`config.mk`:
```
export PLATFORM = sky130hd
export DESIGN_NAME = alu_seq
export DESIGN_NICKNAME = d
export VERILOG_FILES = /design/src/rtl/alu_seq.sv
export SDC_FILE = /design/constraint.sdc
export NUM_CORES = 1
export LEC_CHECK = 0
export CORE_UTILIZATION = 40
export CTS_BUF_LIST = sky130_fd_sc_hd__clkbuf_8
export DETAILED_ROUTE_END_ITERATION = 12
export SETUP_SLACK_MARGIN = 0.15
export SYNTH_ARGS = -nofsm -noshare
export SYNTH_HDL_FRONTEND = slang
export SYNTH_SLANG_ARGS = --single-unit
```
`constraint.sdc`:
```
create_clock -name clk -period 3.9 [get_ports clk]
set_input_delay 0.78 -clock clk [delete_from_list [all_inputs] [get_ports clk]]
set_output_delay 0.78 -clock clk [all_outputs]
set_load 0.1 [all_outputs]
```
`src/rtl/alu_seq.sv`:
```
// alu_seq: multi-cycle ALU. Single-cycle arithmetic/logic ops, bit-serial
// shifts/rotates and an optional shift-add multiplier. Results and flags are
// registered and held until the next accepted operation.
// Build option: define ALU_SEQ_MUL_EN to include the multiplier (opcode 15);
// otherwise opcode 15 is treated as illegal and out_hi stays 0.
module alu_seq #(
  parameter int WIDTH = 8,
  parameter int CNT_W = $clog2(WIDTH+2)
) (
  input  logic             clk,
  input  logic             rst,
  input  logic             start_in,
  input  logic [3:0]       oper_in,
  input  logic [WIDTH-1:0] a_in,
  input  logic [WIDTH-1:0] b_in,
  input  logic [3:0]       flags_in,
  output logic             busy_out,
  output logic             done_out,
  output logic [WIDTH-1:0] out_lo,
  output logic [WIDTH-1:0] out_hi,
  output logic [3:0]       flags_out
);
  localparam int MSB = WIDTH-1;
  localparam int FZ = 0, FC = 1, FV = 2, FN = 3;
  localparam logic [3:0] OP_ADD = 4'd0,  OP_ADC = 4'd1,  OP_SUB = 4'd2,  OP_SBC = 4'd3,
                         OP_CMP = 4'd4,  OP_AND = 4'd5,  OP_ORR = 4'd6,  OP_XOR = 4'd7,
                         OP_INV = 4'd8,  OP_NEG = 4'd9,  OP_LSL = 4'd10, OP_LSR = 4'd11,
                         OP_ASR = 4'd12, OP_ROL = 4'd13, OP_ROR = 4'd14;
`ifdef ALU_SEQ_MUL_EN
  localparam logic [3:0] OP_MUL = 4'd15;
`endif
  // lsl/lsr run one extra step past WIDTH so C ends up 0 for huge shift counts
  localparam logic [WIDTH-1:0] LSH_MAX  = WIDTH'(WIDTH+1);
  localparam logic [WIDTH-1:0] ASR_MAX  = WIDTH'(WIDTH);
  localparam logic [WIDTH-1:0] ROT_MASK = WIDTH'(WIDTH-1);

  typedef enum logic [1:0] {IDLE, RUN, DONE} state_t;

  state_t           r_state;
  logic             r_busy, r_done;
  logic [WIDTH-1:0] r_lo, r_hi_out;
  logic [3:0]       r_fl;
  logic [3:0]       r_op;
  logic [3:0]       r_flags;
  logic [WIDTH-1:0] r_sh;
  logic [CNT_W-1:0] r_cnt;
`ifdef ALU_SEQ_MUL_EN
  logic [WIDTH-1:0] r_acc, r_b;
  logic [WIDTH:0]   w_madd;
  logic [WIDTH-1:0] w_st_hi;
`endif

  logic             w_acc, w_cin, w_ovf, w_zn, w_iter;
  logic [WIDTH-1:0] w_bx, w_res, w_lo, w_st_lo;
  logic [WIDTH:0]   w_sum;
  logic [CNT_W-1:0] w_steps;
  logic [3:0]       w_fl, w_fin;
  logic             w_st_c;

  assign w_acc     = start_in && !r_busy;
  assign busy_out  = r_busy;
  assign done_out  = r_done;
  assign out_lo    = r_lo;
  assign out_hi    = r_hi_out;
  assign flags_out = r_fl;

  // Decode the incoming op: single-cycle result/flags, or iteration count
  always_comb begin
    w_bx  = b_in;
    w_cin = 1'b0;
    case (oper_in)
      OP_ADC:         w_cin = flags_in[FC];
      OP_SUB, OP_CMP: begin w_bx = ~b_in; w_cin = 1'b1; end
      OP_SBC:         begin w_bx = ~b_in; w_cin = flags_in[FC]; end
      default: ;
    endcase
    w_sum = {1'b0, a_in} + {1'b0, w_bx} + {{WIDTH{1'b0}}, w_cin};
    w_ovf = (a_in[MSB] == w_bx[MSB]) && (w_sum[MSB] != a_in[MSB]);

    w_res   = a_in;
    w_zn    = 1'b0;
    w_iter  = 1'b0;
    w_steps = '0;
    w_fl    = flags_in;
    case (oper_in)
      OP_ADD, OP_ADC, OP_SUB, OP_SBC, OP_CMP: begin
        w_res     = w_sum[MSB:0];
        w_zn      = 1'b1;
        w_fl[FC]  = w_sum[WIDTH];
        w_fl[FV]  = w_ovf;
      end
      OP_AND: begin w_res = a_in & b_in; w_zn = 1'b1; end
      OP_ORR: begin w_res = a_in | b_in; w_zn = 1'b1; end
      OP_XOR: begin w_res = a_in ^ b_in; w_zn = 1'b1; end
      OP_INV: begin w_res = ~a_in;       w_zn = 1'b1; end
      OP_NEG: begin w_res = '0 - a_in;   w_zn = 1'b1; end
      OP_LSL, OP_LSR: if (b_in != '0) begin
        w_iter  = 1'b1;
        w_steps = (b_in > LSH_MAX) ? CNT_W'(LSH_MAX) : CNT_W'(b_in);
      end
      OP_ASR: if (b_in != '0) begin
        w_iter  = 1'b1;
        w_steps = (b_in > ASR_MAX) ? CNT_W'(ASR_MAX) : CNT_W'(b_in);
      end
      OP_ROL, OP_ROR: if (b_in != '0) begin
        // a whole number of turns finishes at once but still refreshes Z/N
        w_steps = CNT_W'(b_in & ROT_MASK);
        if (w_steps == '0) w_zn = 1'b1;
        else               w_iter = 1'b1;
      end
`ifdef ALU_SEQ_MUL_EN
      OP_MUL: begin w_iter = 1'b1; w_steps = CNT_W'(WIDTH); end
`endif
      default: ;
    endcase
    w_lo = (oper_in == OP_CMP) ? r_lo : w_res;
    if (w_zn) begin
      w_fl[FZ] = (w_res == '0);
      w_fl[FN] = w_res[MSB];
    end
  end

  // One iteration step of the latched op, plus final flags for the last step
  always_comb begin
    w_st_lo = r_sh;
    w_st_c  = 1'b0;
`ifdef ALU_SEQ_MUL_EN
    w_madd  = '0;
    w_st_hi = r_acc;
`endif
    case (r_op)
      OP_LSL: begin w_st_lo = {r_sh[MSB-1:0], 1'b0};     w_st_c = r_sh[MSB]; end
      OP_LSR: begin w_st_lo = {1'b0, r_sh[MSB:1]};       w_st_c = r_sh[0];   end
      OP_ASR: begin w_st_lo = {r_sh[MSB], r_sh[MSB:1]};  w_st_c = r_sh[0];   end
      OP_ROL: w_st_lo = {r_sh[MSB-1:0], r_sh[MSB]};
      OP_ROR: w_st_lo = {r_sh[0], r_sh[MSB:1]};
`ifdef ALU_SEQ_MUL_EN
      OP_MUL: begin
        // accumulator in the high half, multiplier shifts out of the low half
        w_madd  = {1'b0, r_acc} + (r_sh[0] ? {1'b0, r_b} : '0);
        w_st_hi = w_madd[WIDTH:1];
        w_st_lo = {w_madd[0], r_sh[MSB:1]};
      end
`endif
      default: ;
    endcase
    w_fin     = r_flags;
    w_fin[FZ] = (w_st_lo == '0);
    w_fin[FN] = w_st_lo[MSB];
    if (r_op == OP_LSL || r_op == OP_LSR || r_op == OP_ASR) w_fin[FC] = w_st_c;
`ifdef ALU_SEQ_MUL_EN
    if (r_op == OP_MUL) begin
      w_fin[FZ] = ({w_st_hi, w_st_lo} == '0);
      w_fin[FN] = w_st_hi[MSB];
      w_fin[FC] = (w_st_hi != '0);
    end
`endif
  end

  // Control FSM with registered results; outputs change only with done
  always_ff @(posedge clk) begin
    if (rst) begin
      r_state  <= IDLE;
      r_busy   <= 1'b0;
      r_done   <= 1'b0;
      r_lo     <= '0;
      r_hi_out <= '0;
      r_fl     <= '0;
      r_op     <= '0;
      r_flags  <= '0;
      r_sh     <= '0;
      r_cnt    <= '0;
`ifdef ALU_SEQ_MUL_EN
      r_acc    <= '0;
      r_b      <= '0;
`endif
    end else begin
      r_done <= 1'b0;
      case (r_state)
        RUN: begin
          r_sh  <= w_st_lo;
          r_cnt <= r_cnt - CNT_W'(1);
`ifdef ALU_SEQ_MUL_EN
          r_acc <= w_st_hi;
`endif
          if (r_cnt == CNT_W'(1)) begin
            r_state <= DONE;
            r_busy  <= 1'b0;
            r_done  <= 1'b1;
            r_lo    <= w_st_lo;
            r_fl    <= w_fin;
`ifdef ALU_SEQ_MUL_EN
            r_hi_out <= (r_op == OP_MUL) ? w_st_hi : '0;
`else
            r_hi_out <= '0;
`endif
          end
        end
        default: begin
          if (w_acc) begin
            r_op    <= oper_in;
            r_flags <= flags_in;
            r_sh    <= a_in;
            r_cnt   <= w_steps;
`ifdef ALU_SEQ_MUL_EN
            r_acc   <= '0;
            r_b     <= b_in;
`endif
            if (w_iter) begin
              r_state <= RUN;
              r_busy  <= 1'b1;
            end else begin
              r_state  <= DONE;
              r_done   <= 1'b1;
              r_lo     <= w_lo;
              r_hi_out <= '0;
              r_fl     <= w_fl;
            end
          end else begin
            r_state <= IDLE;
          end
        end
      endcase
    end
  end
endmodule

```
# Yosys cells after proc, flatten, opt, wreduce, memory -nomap -nowiden
# Index checks and enable logic that the tools add are counted.
dict set report totals {
  out_inout_bits 22
  input_bits 27
  wordCells 124
  register_bits 43
}
dict set report op_classes {
  n_eq_ne 26
  bitwise 6
  muxes 51
  order_cmp 2
  add_sub_neg 4
  reduce_logical 25
}
# cell count
set ops {}
lappend ops {{8-bit 2-to-1 mux} 12}
lappend ops {{4-bit == test (second input constant)} 12}
lappend ops {{8-bit case mux with 6 select lines} 1}
lappend ops {{4-bit 2-to-1 mux} 10}
lappend ops {{8-bit case mux with 5 select lines} 1}
lappend ops {{4-bit by 3-bit == test with 1-bit output (second input constant)} 4}
lappend ops {{8-bit by 4-bit > comparator with 1-bit output (second input constant)} 2}
lappend ops {{8-bit zero test} 2}
lappend ops {{1-bit 2-to-1 mux} 16}
lappend ops {{8-bit inverter} 2}
lappend ops {{4-bit case mux with 3 select lines} 1}
lappend ops {{2-bit 2-to-1 mux} 5}
lappend ops {{10-bit OR reduction} 1}
lappend ops {{2-bit OR reduction} 5}
lappend ops {{8-bit by 8-bit adder with 9-bit output} 1}
lappend ops {{9-bit by 1-bit adder with 9-bit output} 1}
lappend ops {{8-bit AND} 1}
lappend ops {{4-bit by 1-bit == test with 1-bit output (second input constant)} 2}
lappend ops {{4-bit by 2-bit == test with 1-bit output (second input constant)} 2}
lappend ops {{4-bit zero test} 2}
lappend ops {{8-bit bitwise OR} 1}
lappend ops {{1-bit case mux with 2 select lines} 4}
lappend ops {{8-bit nonzero test} 1}
lappend ops {{1-bit by 8-bit subtractor with 8-bit output (first input constant)} 1}
lappend ops {{other kinds (18)} 24}

# Longest topological paths before layout
# Gate-level depths: netlist of the first run.
dict set report depth {
  depth_word 11
  depth_mapped 15
  ltp_nobuf 13
}

# Least setup slack after synthesis of the first run
# OpenSTA, ideal clock, no wires.
dict set report synth_timing {
  path_kind {in2reg}
  from {in oper_in[2]}
  to {reg r_lo[6], in the netlist out_lo[6]}
  t_arrival_ns 4.123
  path_stages 14
  path_slack_ns -0.324
  required_time_ns 3.799
  setup_ns 0.101
  n_path_buf 2
  cell_sequence {buf_2 > buf_1 > a21oi_1 > nor2_1 > xnor2_1 > fa_1 > fa_1 > a21o_1 > a221oi_1 > xnor2_1 > nand2_1 > o2bb2ai_1 > and2_1 > o41ai_1}
}
dict set report synth_via {
  elab_chain_len 10
}
# element line_no
set synth_lines {}
lappend synth_lines {{from (decl)} 13} ;# input logic [3:0] oper_in,
lappend synth_lines {{4-bit by 3-bit == test with 1-bit output or 4-bit by 2-bit == test with 1-bit output (tied branches)} {71, 85, 116}}
lappend synth_lines {{3-bit OR reduction (no line)} n/a}
lappend synth_lines {{8-bit 2-to-1 mux} n/a}
lappend synth_lines {{8-bit by 8-bit adder with 9-bit output} 77} ;# w_sum = {1'b0, a_in} + {1'b0, w_bx} + {{WIDTH{1'b0}}, w_cin};
lappend synth_lines {{9-bit by 1-bit adder with 9-bit output} 77}
lappend synth_lines {{8-bit case mux with 6 select lines} 85} ;# case (oper_in)
lappend synth_lines {{8-bit 2-to-1 mux} 116} ;# w_lo = (oper_in == OP_CMP) ? r_lo : w_res;
lappend synth_lines {{8-bit 2-to-1 mux} 209} ;# if (w_iter) begin
lappend synth_lines {{8-bit 2-to-1 mux} 200} ;# if (w_acc) begin
lappend synth_lines {{8-bit 2-to-1 mux} 179} ;# case (r_state)
lappend synth_lines {{to (signal assigned)} 190} ;# r_lo <= w_st_lo;
lappend synth_lines {{to (signal assigned)} 215} ;# r_lo <= w_lo;
lappend synth_lines {{to (decl)} 41} ;# logic [WIDTH-1:0] r_lo, r_hi_out;
# Parallel ways exist; a longest one is shown, timed or not. The select of a mux whose other input is x is not followed.
# A chain may end at the register's enable or synchronous reset.

# Worst setup path after layout of the first run
dict set report layout_timing {
  from {in oper_in[2]}
  to {reg r_fl[0], in the netlist flags_out[0]}
}
dict set report layout_via {
  elab_chain_len 11
}
# element line_no
set layout_lines {}
lappend layout_lines {{4-bit by 3-bit == test with 1-bit output or 4-bit by 2-bit == test with 1-bit output (tied branches)} {71, 85}}
lappend layout_lines {{3-bit OR reduction (no line)} n/a}
lappend layout_lines {{8-bit 2-to-1 mux} n/a}
lappend layout_lines {{8-bit by 8-bit adder with 9-bit output} 77}
lappend layout_lines {{9-bit by 1-bit adder with 9-bit output} 77}
lappend layout_lines {{8-bit case mux with 6 select lines} 85}
lappend layout_lines {{8-bit zero test} 118} ;# w_fl[FZ] = (w_res == '0);
lappend layout_lines {{1-bit 2-to-1 mux} 117} ;# if (w_zn) begin
lappend layout_lines {{4-bit 2-to-1 mux} 209}
lappend layout_lines {{4-bit 2-to-1 mux} 200}
lappend layout_lines {{4-bit 2-to-1 mux} 179}
lappend layout_lines {{to (signal assigned)} 191} ;# r_fl <= w_fin;
lappend layout_lines {{to (signal assigned)} 217} ;# r_fl <= w_fl;
lappend layout_lines {{to (decl)} 42} ;# logic [3:0] r_fl;
# Parallel ways exist; a longest one is shown, timed or not. The select of a mux whose other input is x is not followed.

==> metrics.md, run 1 <==
| Metric | Value |
|---|---|
| Outcome | completed |
| VDD IR max | 0.156 mV |
| Inst Count DP | 617 |
| Clk pin slew, worst setup/hold paths | 70 ps |
| Sequential share of power | 29.2% |
| Pwr/cell area | 326 nW/µm² |
| Hold depth | 2 |
| Post-DP Area | 4180 µm² |
| Post-DP HPWL | 8820 µm |
| CP Depth | 14 |
| Clock tree root buffer cell | clkbuf_8 |
| Vias | 3676 |
| Finish-stage setup viols | 0 |
| Starting DRT DRC Count | 200 |
| Post-DR wirelength/cell | 17.8 µm |
| Initial antenna violation count | 0 |
| CP Max Fanout | 4 |
| Buffers added on ports | 40 |
| Post-synth EDFFs | 0 |
| Worst-skew pair later-pin latency | 290 ps |
| Synth Cell Area | 3420 µm² |
| Largest net degree at the start of global routing | 31 |
| Synth Register Bits | 34 |
| DRC viols | 0 |
| Combinational power share | 47.0% |
| Clock buffer count from CTS | 5 |
| Final worst path period share | 92.3% |
| R2R depth | 7 |
| Clock share of power | 23.8% |
| Leak Pwr | 0.00182 µW |
| Min Tclk post-route | 3600 ps |
| Gpl congestion | 0.964 |
| CP arrival | 3830 ps |
| Worst Path Required | 4130 ps |
| Synthesized instance count | 450 |
| Internal power | 837 µW |
| Post-Place Setup Slack | -240 ps |
| Worst path cell trace | dlygate4sd2_1 > buf_4 > a21oi_4 > nor2_4 > buf_4 > xnor2_1 > ha_1 > a21oi_1 > nor2_1 > a311o_1 > xor2_1 > a211o_2 > or4b_1 > o21ai_1 |
| Pre-Repair DR Iteration Count | 5 |
| Synthesized area per cell | 7.59 µm² |
| Delay of the slowest critical-path stage | 510 ps |
| Antenna-violating nets left | 0 |
| Final WL | 11100 µm |
| Synth async-reset ratio | 0% |
| H-tree lvl count | 2 |
| Max cap viols | 0 |
| NetSw | 573 µW |
| DIE AREA | 8920 µm² |
| Setup TNS | 0 ps |
| Max Slew Vio Count | 0 |
| Hold Path Class | flop to flop |
| Post-route insts no fill | 626 |
| Initial core utilization | 41.4% |
| Crit path capture type | flop |
| CTS tree | yes |
| First-pass GRT wire length | 18100 µm |
| N_diodes | 0 |
| TritonCTS Sinks | 34 |
| Startpoint type of the worst setup path | primary input |
| Site Rows | 33 |
| Worst Skew | 5.98 ps |
| Die span in y | 94.4 µm |
| GRT overflow | 0 |
| Share of cells above drive strength 1 | 16.7% |
| CP Class | primary input to flop |
| Area grow syn2layout | 26.7% |
| Crit path max-delay family | compound AO/OA/AOI/OAI gates |
| Fmax | 278 MHz |
| Nets | 576 |
| Die X | 94.4 µm |
| Fin. Hold Viols | 0 |
| Yosys warnings | 0 |
| RSZ-0062 raised after global routing | yes |
| Crit-path slowest cell | or4b_1 |
| Total GRT Usage | 26.4% |
| Vias in the first global route | 3523 |
| Layout Cell Area excl Fill | 4330 µm² |
| Most common cell on crit path | buf_4 |
| Switching share of power | 40.6% |
| CTS Buffer Depth | 2 |
| Worst slew pin tran | 983 ps |
| CP bufs+invs | 3 |
| CORE AREA | 8260 µm² |
| Max_slew headroom | 34.3% |
| Via density | 5.87 |
| Ports | 49 |
| Register area share after synthesis | 19.9% |
| Post-synth cell types | 76 |
| Dominant synthesized flop cell | dfxtp_1 |
| Final worst setup slack | 300 ps |
==> tightest hold or removal path, delay by kind of cell (launching register included) <==
family | cells | cell delay [ps]
AO/OA/AOI/OAI | 1 | 50
AND/OR/NAND/NOR | 1 | 50
flip-flops | 1 | 310
==> power groups by stage <==
stage / registers (µW) / clock network, µW / logic [µW]
floorplan: 511 / 0 / 348
global placement: 418 / 0 / 649
detailed placement: 419 / 0 / 653
CTS: 411 / 343 / 657
global route: 416 / 358 / 714
finish: 411 / 336 / 663
==> flip-flops by register name (all words and copies together), names as in the netlist <==
name       cells
out_lo         8
r_sh           8
flags_out      4
r_cnt          4
r_op           4
r_flags        2
r_state        2
busy_out       1
done_out       1
==> synthesized netlist by cell type (4+ instances only) <==
| master | instances | share of area [%] |
|---|---|---|
| nand2_1 | 54 | 5.9 |
| nor2_1 | 35 | 3.8 |
| a21oi_1 | 34 | 5.0 |
| dfxtp_1 | 34 | 20 |
| o21ai_0 | 29 | 4.2 |
| inv_1 | 27 | 3.0 |
| ha_1 | 26 | 9.5 |
| xnor2_1 | 17 | 4.4 |
| clkbuf_1 | 12 | 1.3 |
| mux2i_1 | 12 | 3.5 |
| a211oi_1 | 8 | 1.8 |
| buf_4 | 8 | 1.8 |
| nand3_1 | 8 | 1.2 |
| buf_2 | 7 | 1.0 |
| o211ai_1 | 7 | 1.5 |
| a221oi_1 | 6 | 1.5 |
| nand2b_1 | 6 | 1.1 |
| nor2b_1 | 6 | 1.1 |
| a21o_1 | 5 | 1.1 |
| a22oi_1 | 5 | 1.1 |
| a311oi_1 | 5 | 1.3 |
| a31oi_1 | 5 | 0.92 |
| nor3_1 | 5 | 0.73 |
| o221ai_1 | 4 | 1.0 |
| xor2_1 | 4 | 1.0 |
==> kinds of logic after synthesis <==
family | after synthesis | synth area share, %
adders and majority gates | 28 | 10.7
buffers and inverters | 61 | 8.79
xor gates and xnor gates | 21 | 5.38
DFF | 34 | 19.9
other | 1 | 0.110
AOI/OAI and AO/OA | 148 | 30.4
and+or+nand+nor | 143 | 20.5
muxes | 14 | 4.17
==> cell type report <==
type,instances,area (µm²)
Timing Repair Buffer,90,792
Clock inverter,1,30.0
Clock buffer,6,82.6
Sequential cell,34,681
Fill cell,847,3930
Multi-Input combinational cell,362,2510
Inverter,28,105
Tap cell,105,131
==> worst paths after layout <==
path         slack (ps)              startpoint                   endpoint
max                 300              oper_in[2]  flags_out[0]$_SDFFE_PP0P_
min                 450  out_lo[7]$_SDFFE_PP0P_     out_lo[7]$_SDFFE_PP0P_
max reg2reg        1490    r_op[1]$_SDFFE_PP0P_  flags_out[0]$_SDFFE_PP0P_
min reg2reg         450  out_lo[7]$_SDFFE_PP0P_     out_lo[7]$_SDFFE_PP0P_
==> placed cells by master (no fill, tap or decap), types with 12 or more instances in the layout <==
master and instances:
nand2_1 54, inv_1 27, a21oi_1 33, xnor2_1 17, mux2i_1 12, nor2_1 33
o21ai_0 29, ha_1 26, dfxtp_1 34, buf_4 48, clkdlybuf4s50_1 37
==> through the flow <==
stage                     hold WS, ps  utilization [%]  total power (µW)
after CTS                         460             52.2              1410
after detailed placement          450             50.6              1070
after global routing              474             52.4              1490
after floorplan                   432                -               859
final                             455             52.4              1410
after global placement            442             50.6              1070
==> metal layers <==
| metal | GRT usage (%) | up-vias | share of wire (%) |
|---|---|---|---|
| met1 | 35.0 | 1745 | 45 |
| met3 | 4.51 | 23 | 5.3 |
| li1 | - | 1765 | - |
| met2 | 42.6 | 143 | 47 |
| met5 | 0 | - | 0 |
| met4 | 10.0 | 0 | 2.5 |
==> timing repair <==
action / 4_1_cts / 5_1_grt
endpoints found under the setup margin: 2 / 5
gates resized for setup: 5 / 2
buffers inserted: 1 / 1
hold buffers: 0 / 0
pin swaps: 1 / 1
No activity file was read; power rests on OpenSTA's default activity.
==> run 2: changes to the inputs <==
--- a/config.mk
+++ b/config.mk
@@ -5,9 +5,12 @@
 export SDC_FILE = /design/constraint.sdc
 export NUM_CORES = 1
 export LEC_CHECK = 0
-export CORE_UTILIZATION = 40
+export CELL_PAD_IN_SITES_DETAIL_PLACEMENT = 1
+export CELL_PAD_IN_SITES_GLOBAL_PLACEMENT = 1
+export CORE_UTILIZATION = 38
 export CTS_BUF_LIST = sky130_fd_sc_hd__clkbuf_8
 export DETAILED_ROUTE_END_ITERATION = 12
+export PLACE_DENSITY_LB_ADDON = 0.1
 export SETUP_SLACK_MARGIN = 0.15
 export SYNTH_ARGS = -nofsm -noshare
 export SYNTH_HDL_FRONTEND = slang
==> metrics.md, run 2 (synthesized netlist as in run 1, its figures left out) <==
| Metric | Value |
|---|---|
| Crit-path slowest cell | clkdlybuf4s50_1 |
| Antenna-violating nets left | 0 |
| Register-to-Register Setup Slack | 1280 ps |
| Site Rows | 34 |
| Delay of the slowest critical-path stage | 500 ps |
| Pre-Repair DR Iteration Count | 4 |
| Crit path capture type | flop |
| CP Class | primary input to flop |
| R2R Path End | flags_out[0]$_SDFFE_PP0P_ |
| Buffers added on ports | 40 |
| Max Slew Vio Count | 0 |
| Hold EP | out_lo[5]$_SDFFE_PP0P_ |
| Worst Path Required | 4140 ps |
| CORE AREA | 8720 µm² |
| Final worst setup slack | 290 ps |
| GRT overflow | 0 |
| Cts hold-fix bufs | 0 |
| Reg2reg start | r_op[1]$_SDFFE_PP0P_ |
| H-tree lvl count | 2 |
| Hold path startpoint | out_lo[5]$_SDFFE_PP0P_ |
| CTS tree | yes |
| Finish-stage setup viols | 0 |
| Commonest cells after routing, fill and taps aside | nand2_1 (54), buf_4 (46), clkdlybuf4s50_1 (38) |
| R2R depth | 7 |
| Largest net degree at the start of global routing | 29 |
| Initial core utilization | 39.2% |
| Min Tclk post-route | 3610 ps |
| Leak Pwr | 0.00181 µW |
| Ports | 49 |
| Clk pin slew, worst setup/hold paths | 90 ps |
| Worst slew pin tran | 981 ps |
| Die X | 96.8 µm |
| Area grow syn2layout | 25.0% |
| First-pass GRT wire length | 19800 µm |
| Clock tree root buffer cell | clkbuf_8 |
| Starting DRT DRC Count | 170 |
| Fin. Hold Viols | 0 |
| Layout Cell Area excl Fill | 4270 µm² |
| Most common cell after layout, fill and taps aside | nand2_1 |
| VDD IR max | 0.160 mV |
| Hold Path Class | flop to flop |
| Post-DR wirelength/cell | 20.0 µm |
| Share of cells above drive strength 1 | 16.6% |
| Final worst path period share | 92.6% |
| DIE AREA | 9380 µm² |
| Setup TNS | 0 ps |
| Nets | 572 |
| Worst Skew | 12.3 ps |
| Pwr/cell area | 316 nW/µm² |
| CTS Buffer Depth | 2 |
| Max_slew headroom | 34.4% |
| RSZ-0062 raised after global routing | no |
| Via density | 5.85 |
| Fmax | 277 MHz |
| Post-DP Area | 4140 µm² |
| Post-Place Setup Slack | -165 ps |
| Max cap viols | 0 |
| Vias in the first global route | 3666 |
| Fill count | 1100 |
| Gpl congestion | 0.927 |
| Initial antenna violation count | 0 |
| TritonCTS Sinks | 34 |
| CP arrival | 3850 ps |
| N_diodes | 0 |
| Area of the multi-input gates | 2510 µm² |
| Vias | 3664 |
| Die span in y | 96.8 µm |
| Total GRT Usage | 26.6% |
| Startpoint type of the worst setup path | primary input |
| Worst path cell trace | clkdlybuf4s50_1 > nor2_2 > a21oi_2 > nor2_4 > buf_4 > xnor2_1 > ha_1 > a21o_1 > a311o_1 > xor2_1 > a211o_2 > or4b_1 > o21ai_1 |
| Reg area | 681 µm² |
| Post-DP HPWL | 9970 µm |
| Final WL | 12500 µm |
| Outcome | completed |
| Worst-skew pair later-pin latency | 300 ps |
| CP Max Fanout | 5 |
| DRC viols | 0 |
| Hold depth | 2 |
| Clock buffer count from CTS | 5 |
-- run 2: cell count changes in the layout (fill, tap and decap cells not counted), sizes merged --
cell / delta
buf: -4
clkinv: +2
dlygate4sd2: -2
bufinv: -1
clkbuf: -1
clkdlybuf4s50: +1
dlymetal6s2s: +1
inv: +1
-- run 2: critical path: cells and delay by family --
kind | cells | cell delay [ps]
AOI/OAI and AO/OA | 5 | 1200
buffers and inverters | 2 | 660
and+or+nand+nor | 3 | 630
adders and majority gates | 1 | 310
xor gates and xnor gates | 2 | 260
-- run 2: repair_timing --
action,CTS,global route
gates resized for setup,0,7
setup buffers,0,2
endpoints found under the setup margin,0,5
-- run 2: where the power goes --
part | switching [µW] | total, µW | internal, µW | leakage [µW]
Clock | 146 | 269 | 124 | 0.0000493
Sequential | 35.2 | 414 | 379 | 0.000280
Combinational | 415 | 664 | 249 | 0.00148
-- run 2: worst max-delay path by stage --
stage	from	slack [ps]	depth (start not counted)	end
6_report	oper_in[0]	290	13	flags_out[0]$_SDFFE_PP0P_
5_1_grt	oper_in[0]	170	14	flags_out[0]$_SDFFE_PP0P_
4_1_cts	oper_in[1]	160	14	flags_out[0]$_SDFFE_PP0P_
3_5_place_dp	oper_in[1]	-160	14	out_lo[6]$_SDFFE_PP0P_
3_3_place_gp	oper_in[1]	-40	14	flags_out[0]$_SDFFE_PP0P_
2_1_floorplan	oper_in[0]	190	15	out_lo[6]$_SDFFE_PP0P_
-- run 2: layer usage --
metal	wire length (µm)	vias to the layer above	global-route usage (%)	part of all wire (%)
li1	-	1766	-	-
met1	6100	1797	37.9	49
met2	5780	88	42.6	46
met3	499	13	3.25	4.0
met4	170	0	5.97	1.4
met5	0	-	0	0
-- run 2: final cells by class --
| type | instances | area share [%] |
|---|---|---|
| sequential | 34 | 15.9 |
| tap | 108 | 3.16 |
| clock inverter | 3 | 0.410 |
| multi-input combinational | 362 | 58.8 |
| clock buffer | 5 | 1.61 |
| inverter | 28 | 2.46 |
| timing repair buffer | 86 | 17.6 |
-- run 2: stage by stage --
step / total power (µW) / std cells / hold WS, ps / util (%)
6_report: 1350 / 626 / 459 / 49.0
5_1_grt: 1420 / 626 / 479 / 49.0
4_1_cts: 1340 / 624 / 462 / 48.5
3_5_place_dp: 1070 / 616 / 450 / 47.5
3_3_place_gp: 1060 / 616 / 443 / 47.5
2_1_floorplan: 859 / 457 / 432 / -
==> run 3: changes to the inputs <==
--- a/config.mk
+++ b/config.mk
@@ -5,6 +5,7 @@
 export SDC_FILE = /design/constraint.sdc
 export NUM_CORES = 1
 export LEC_CHECK = 0
+export CAP_MARGIN = 15
 export CELL_PAD_IN_SITES_DETAIL_PLACEMENT = 1
 export CELL_PAD_IN_SITES_GLOBAL_PLACEMENT = 1
 export CORE_UTILIZATION = 38
==> results of run 3 <==
The final DEF is identical to that of run 2; final timing and power are the same.
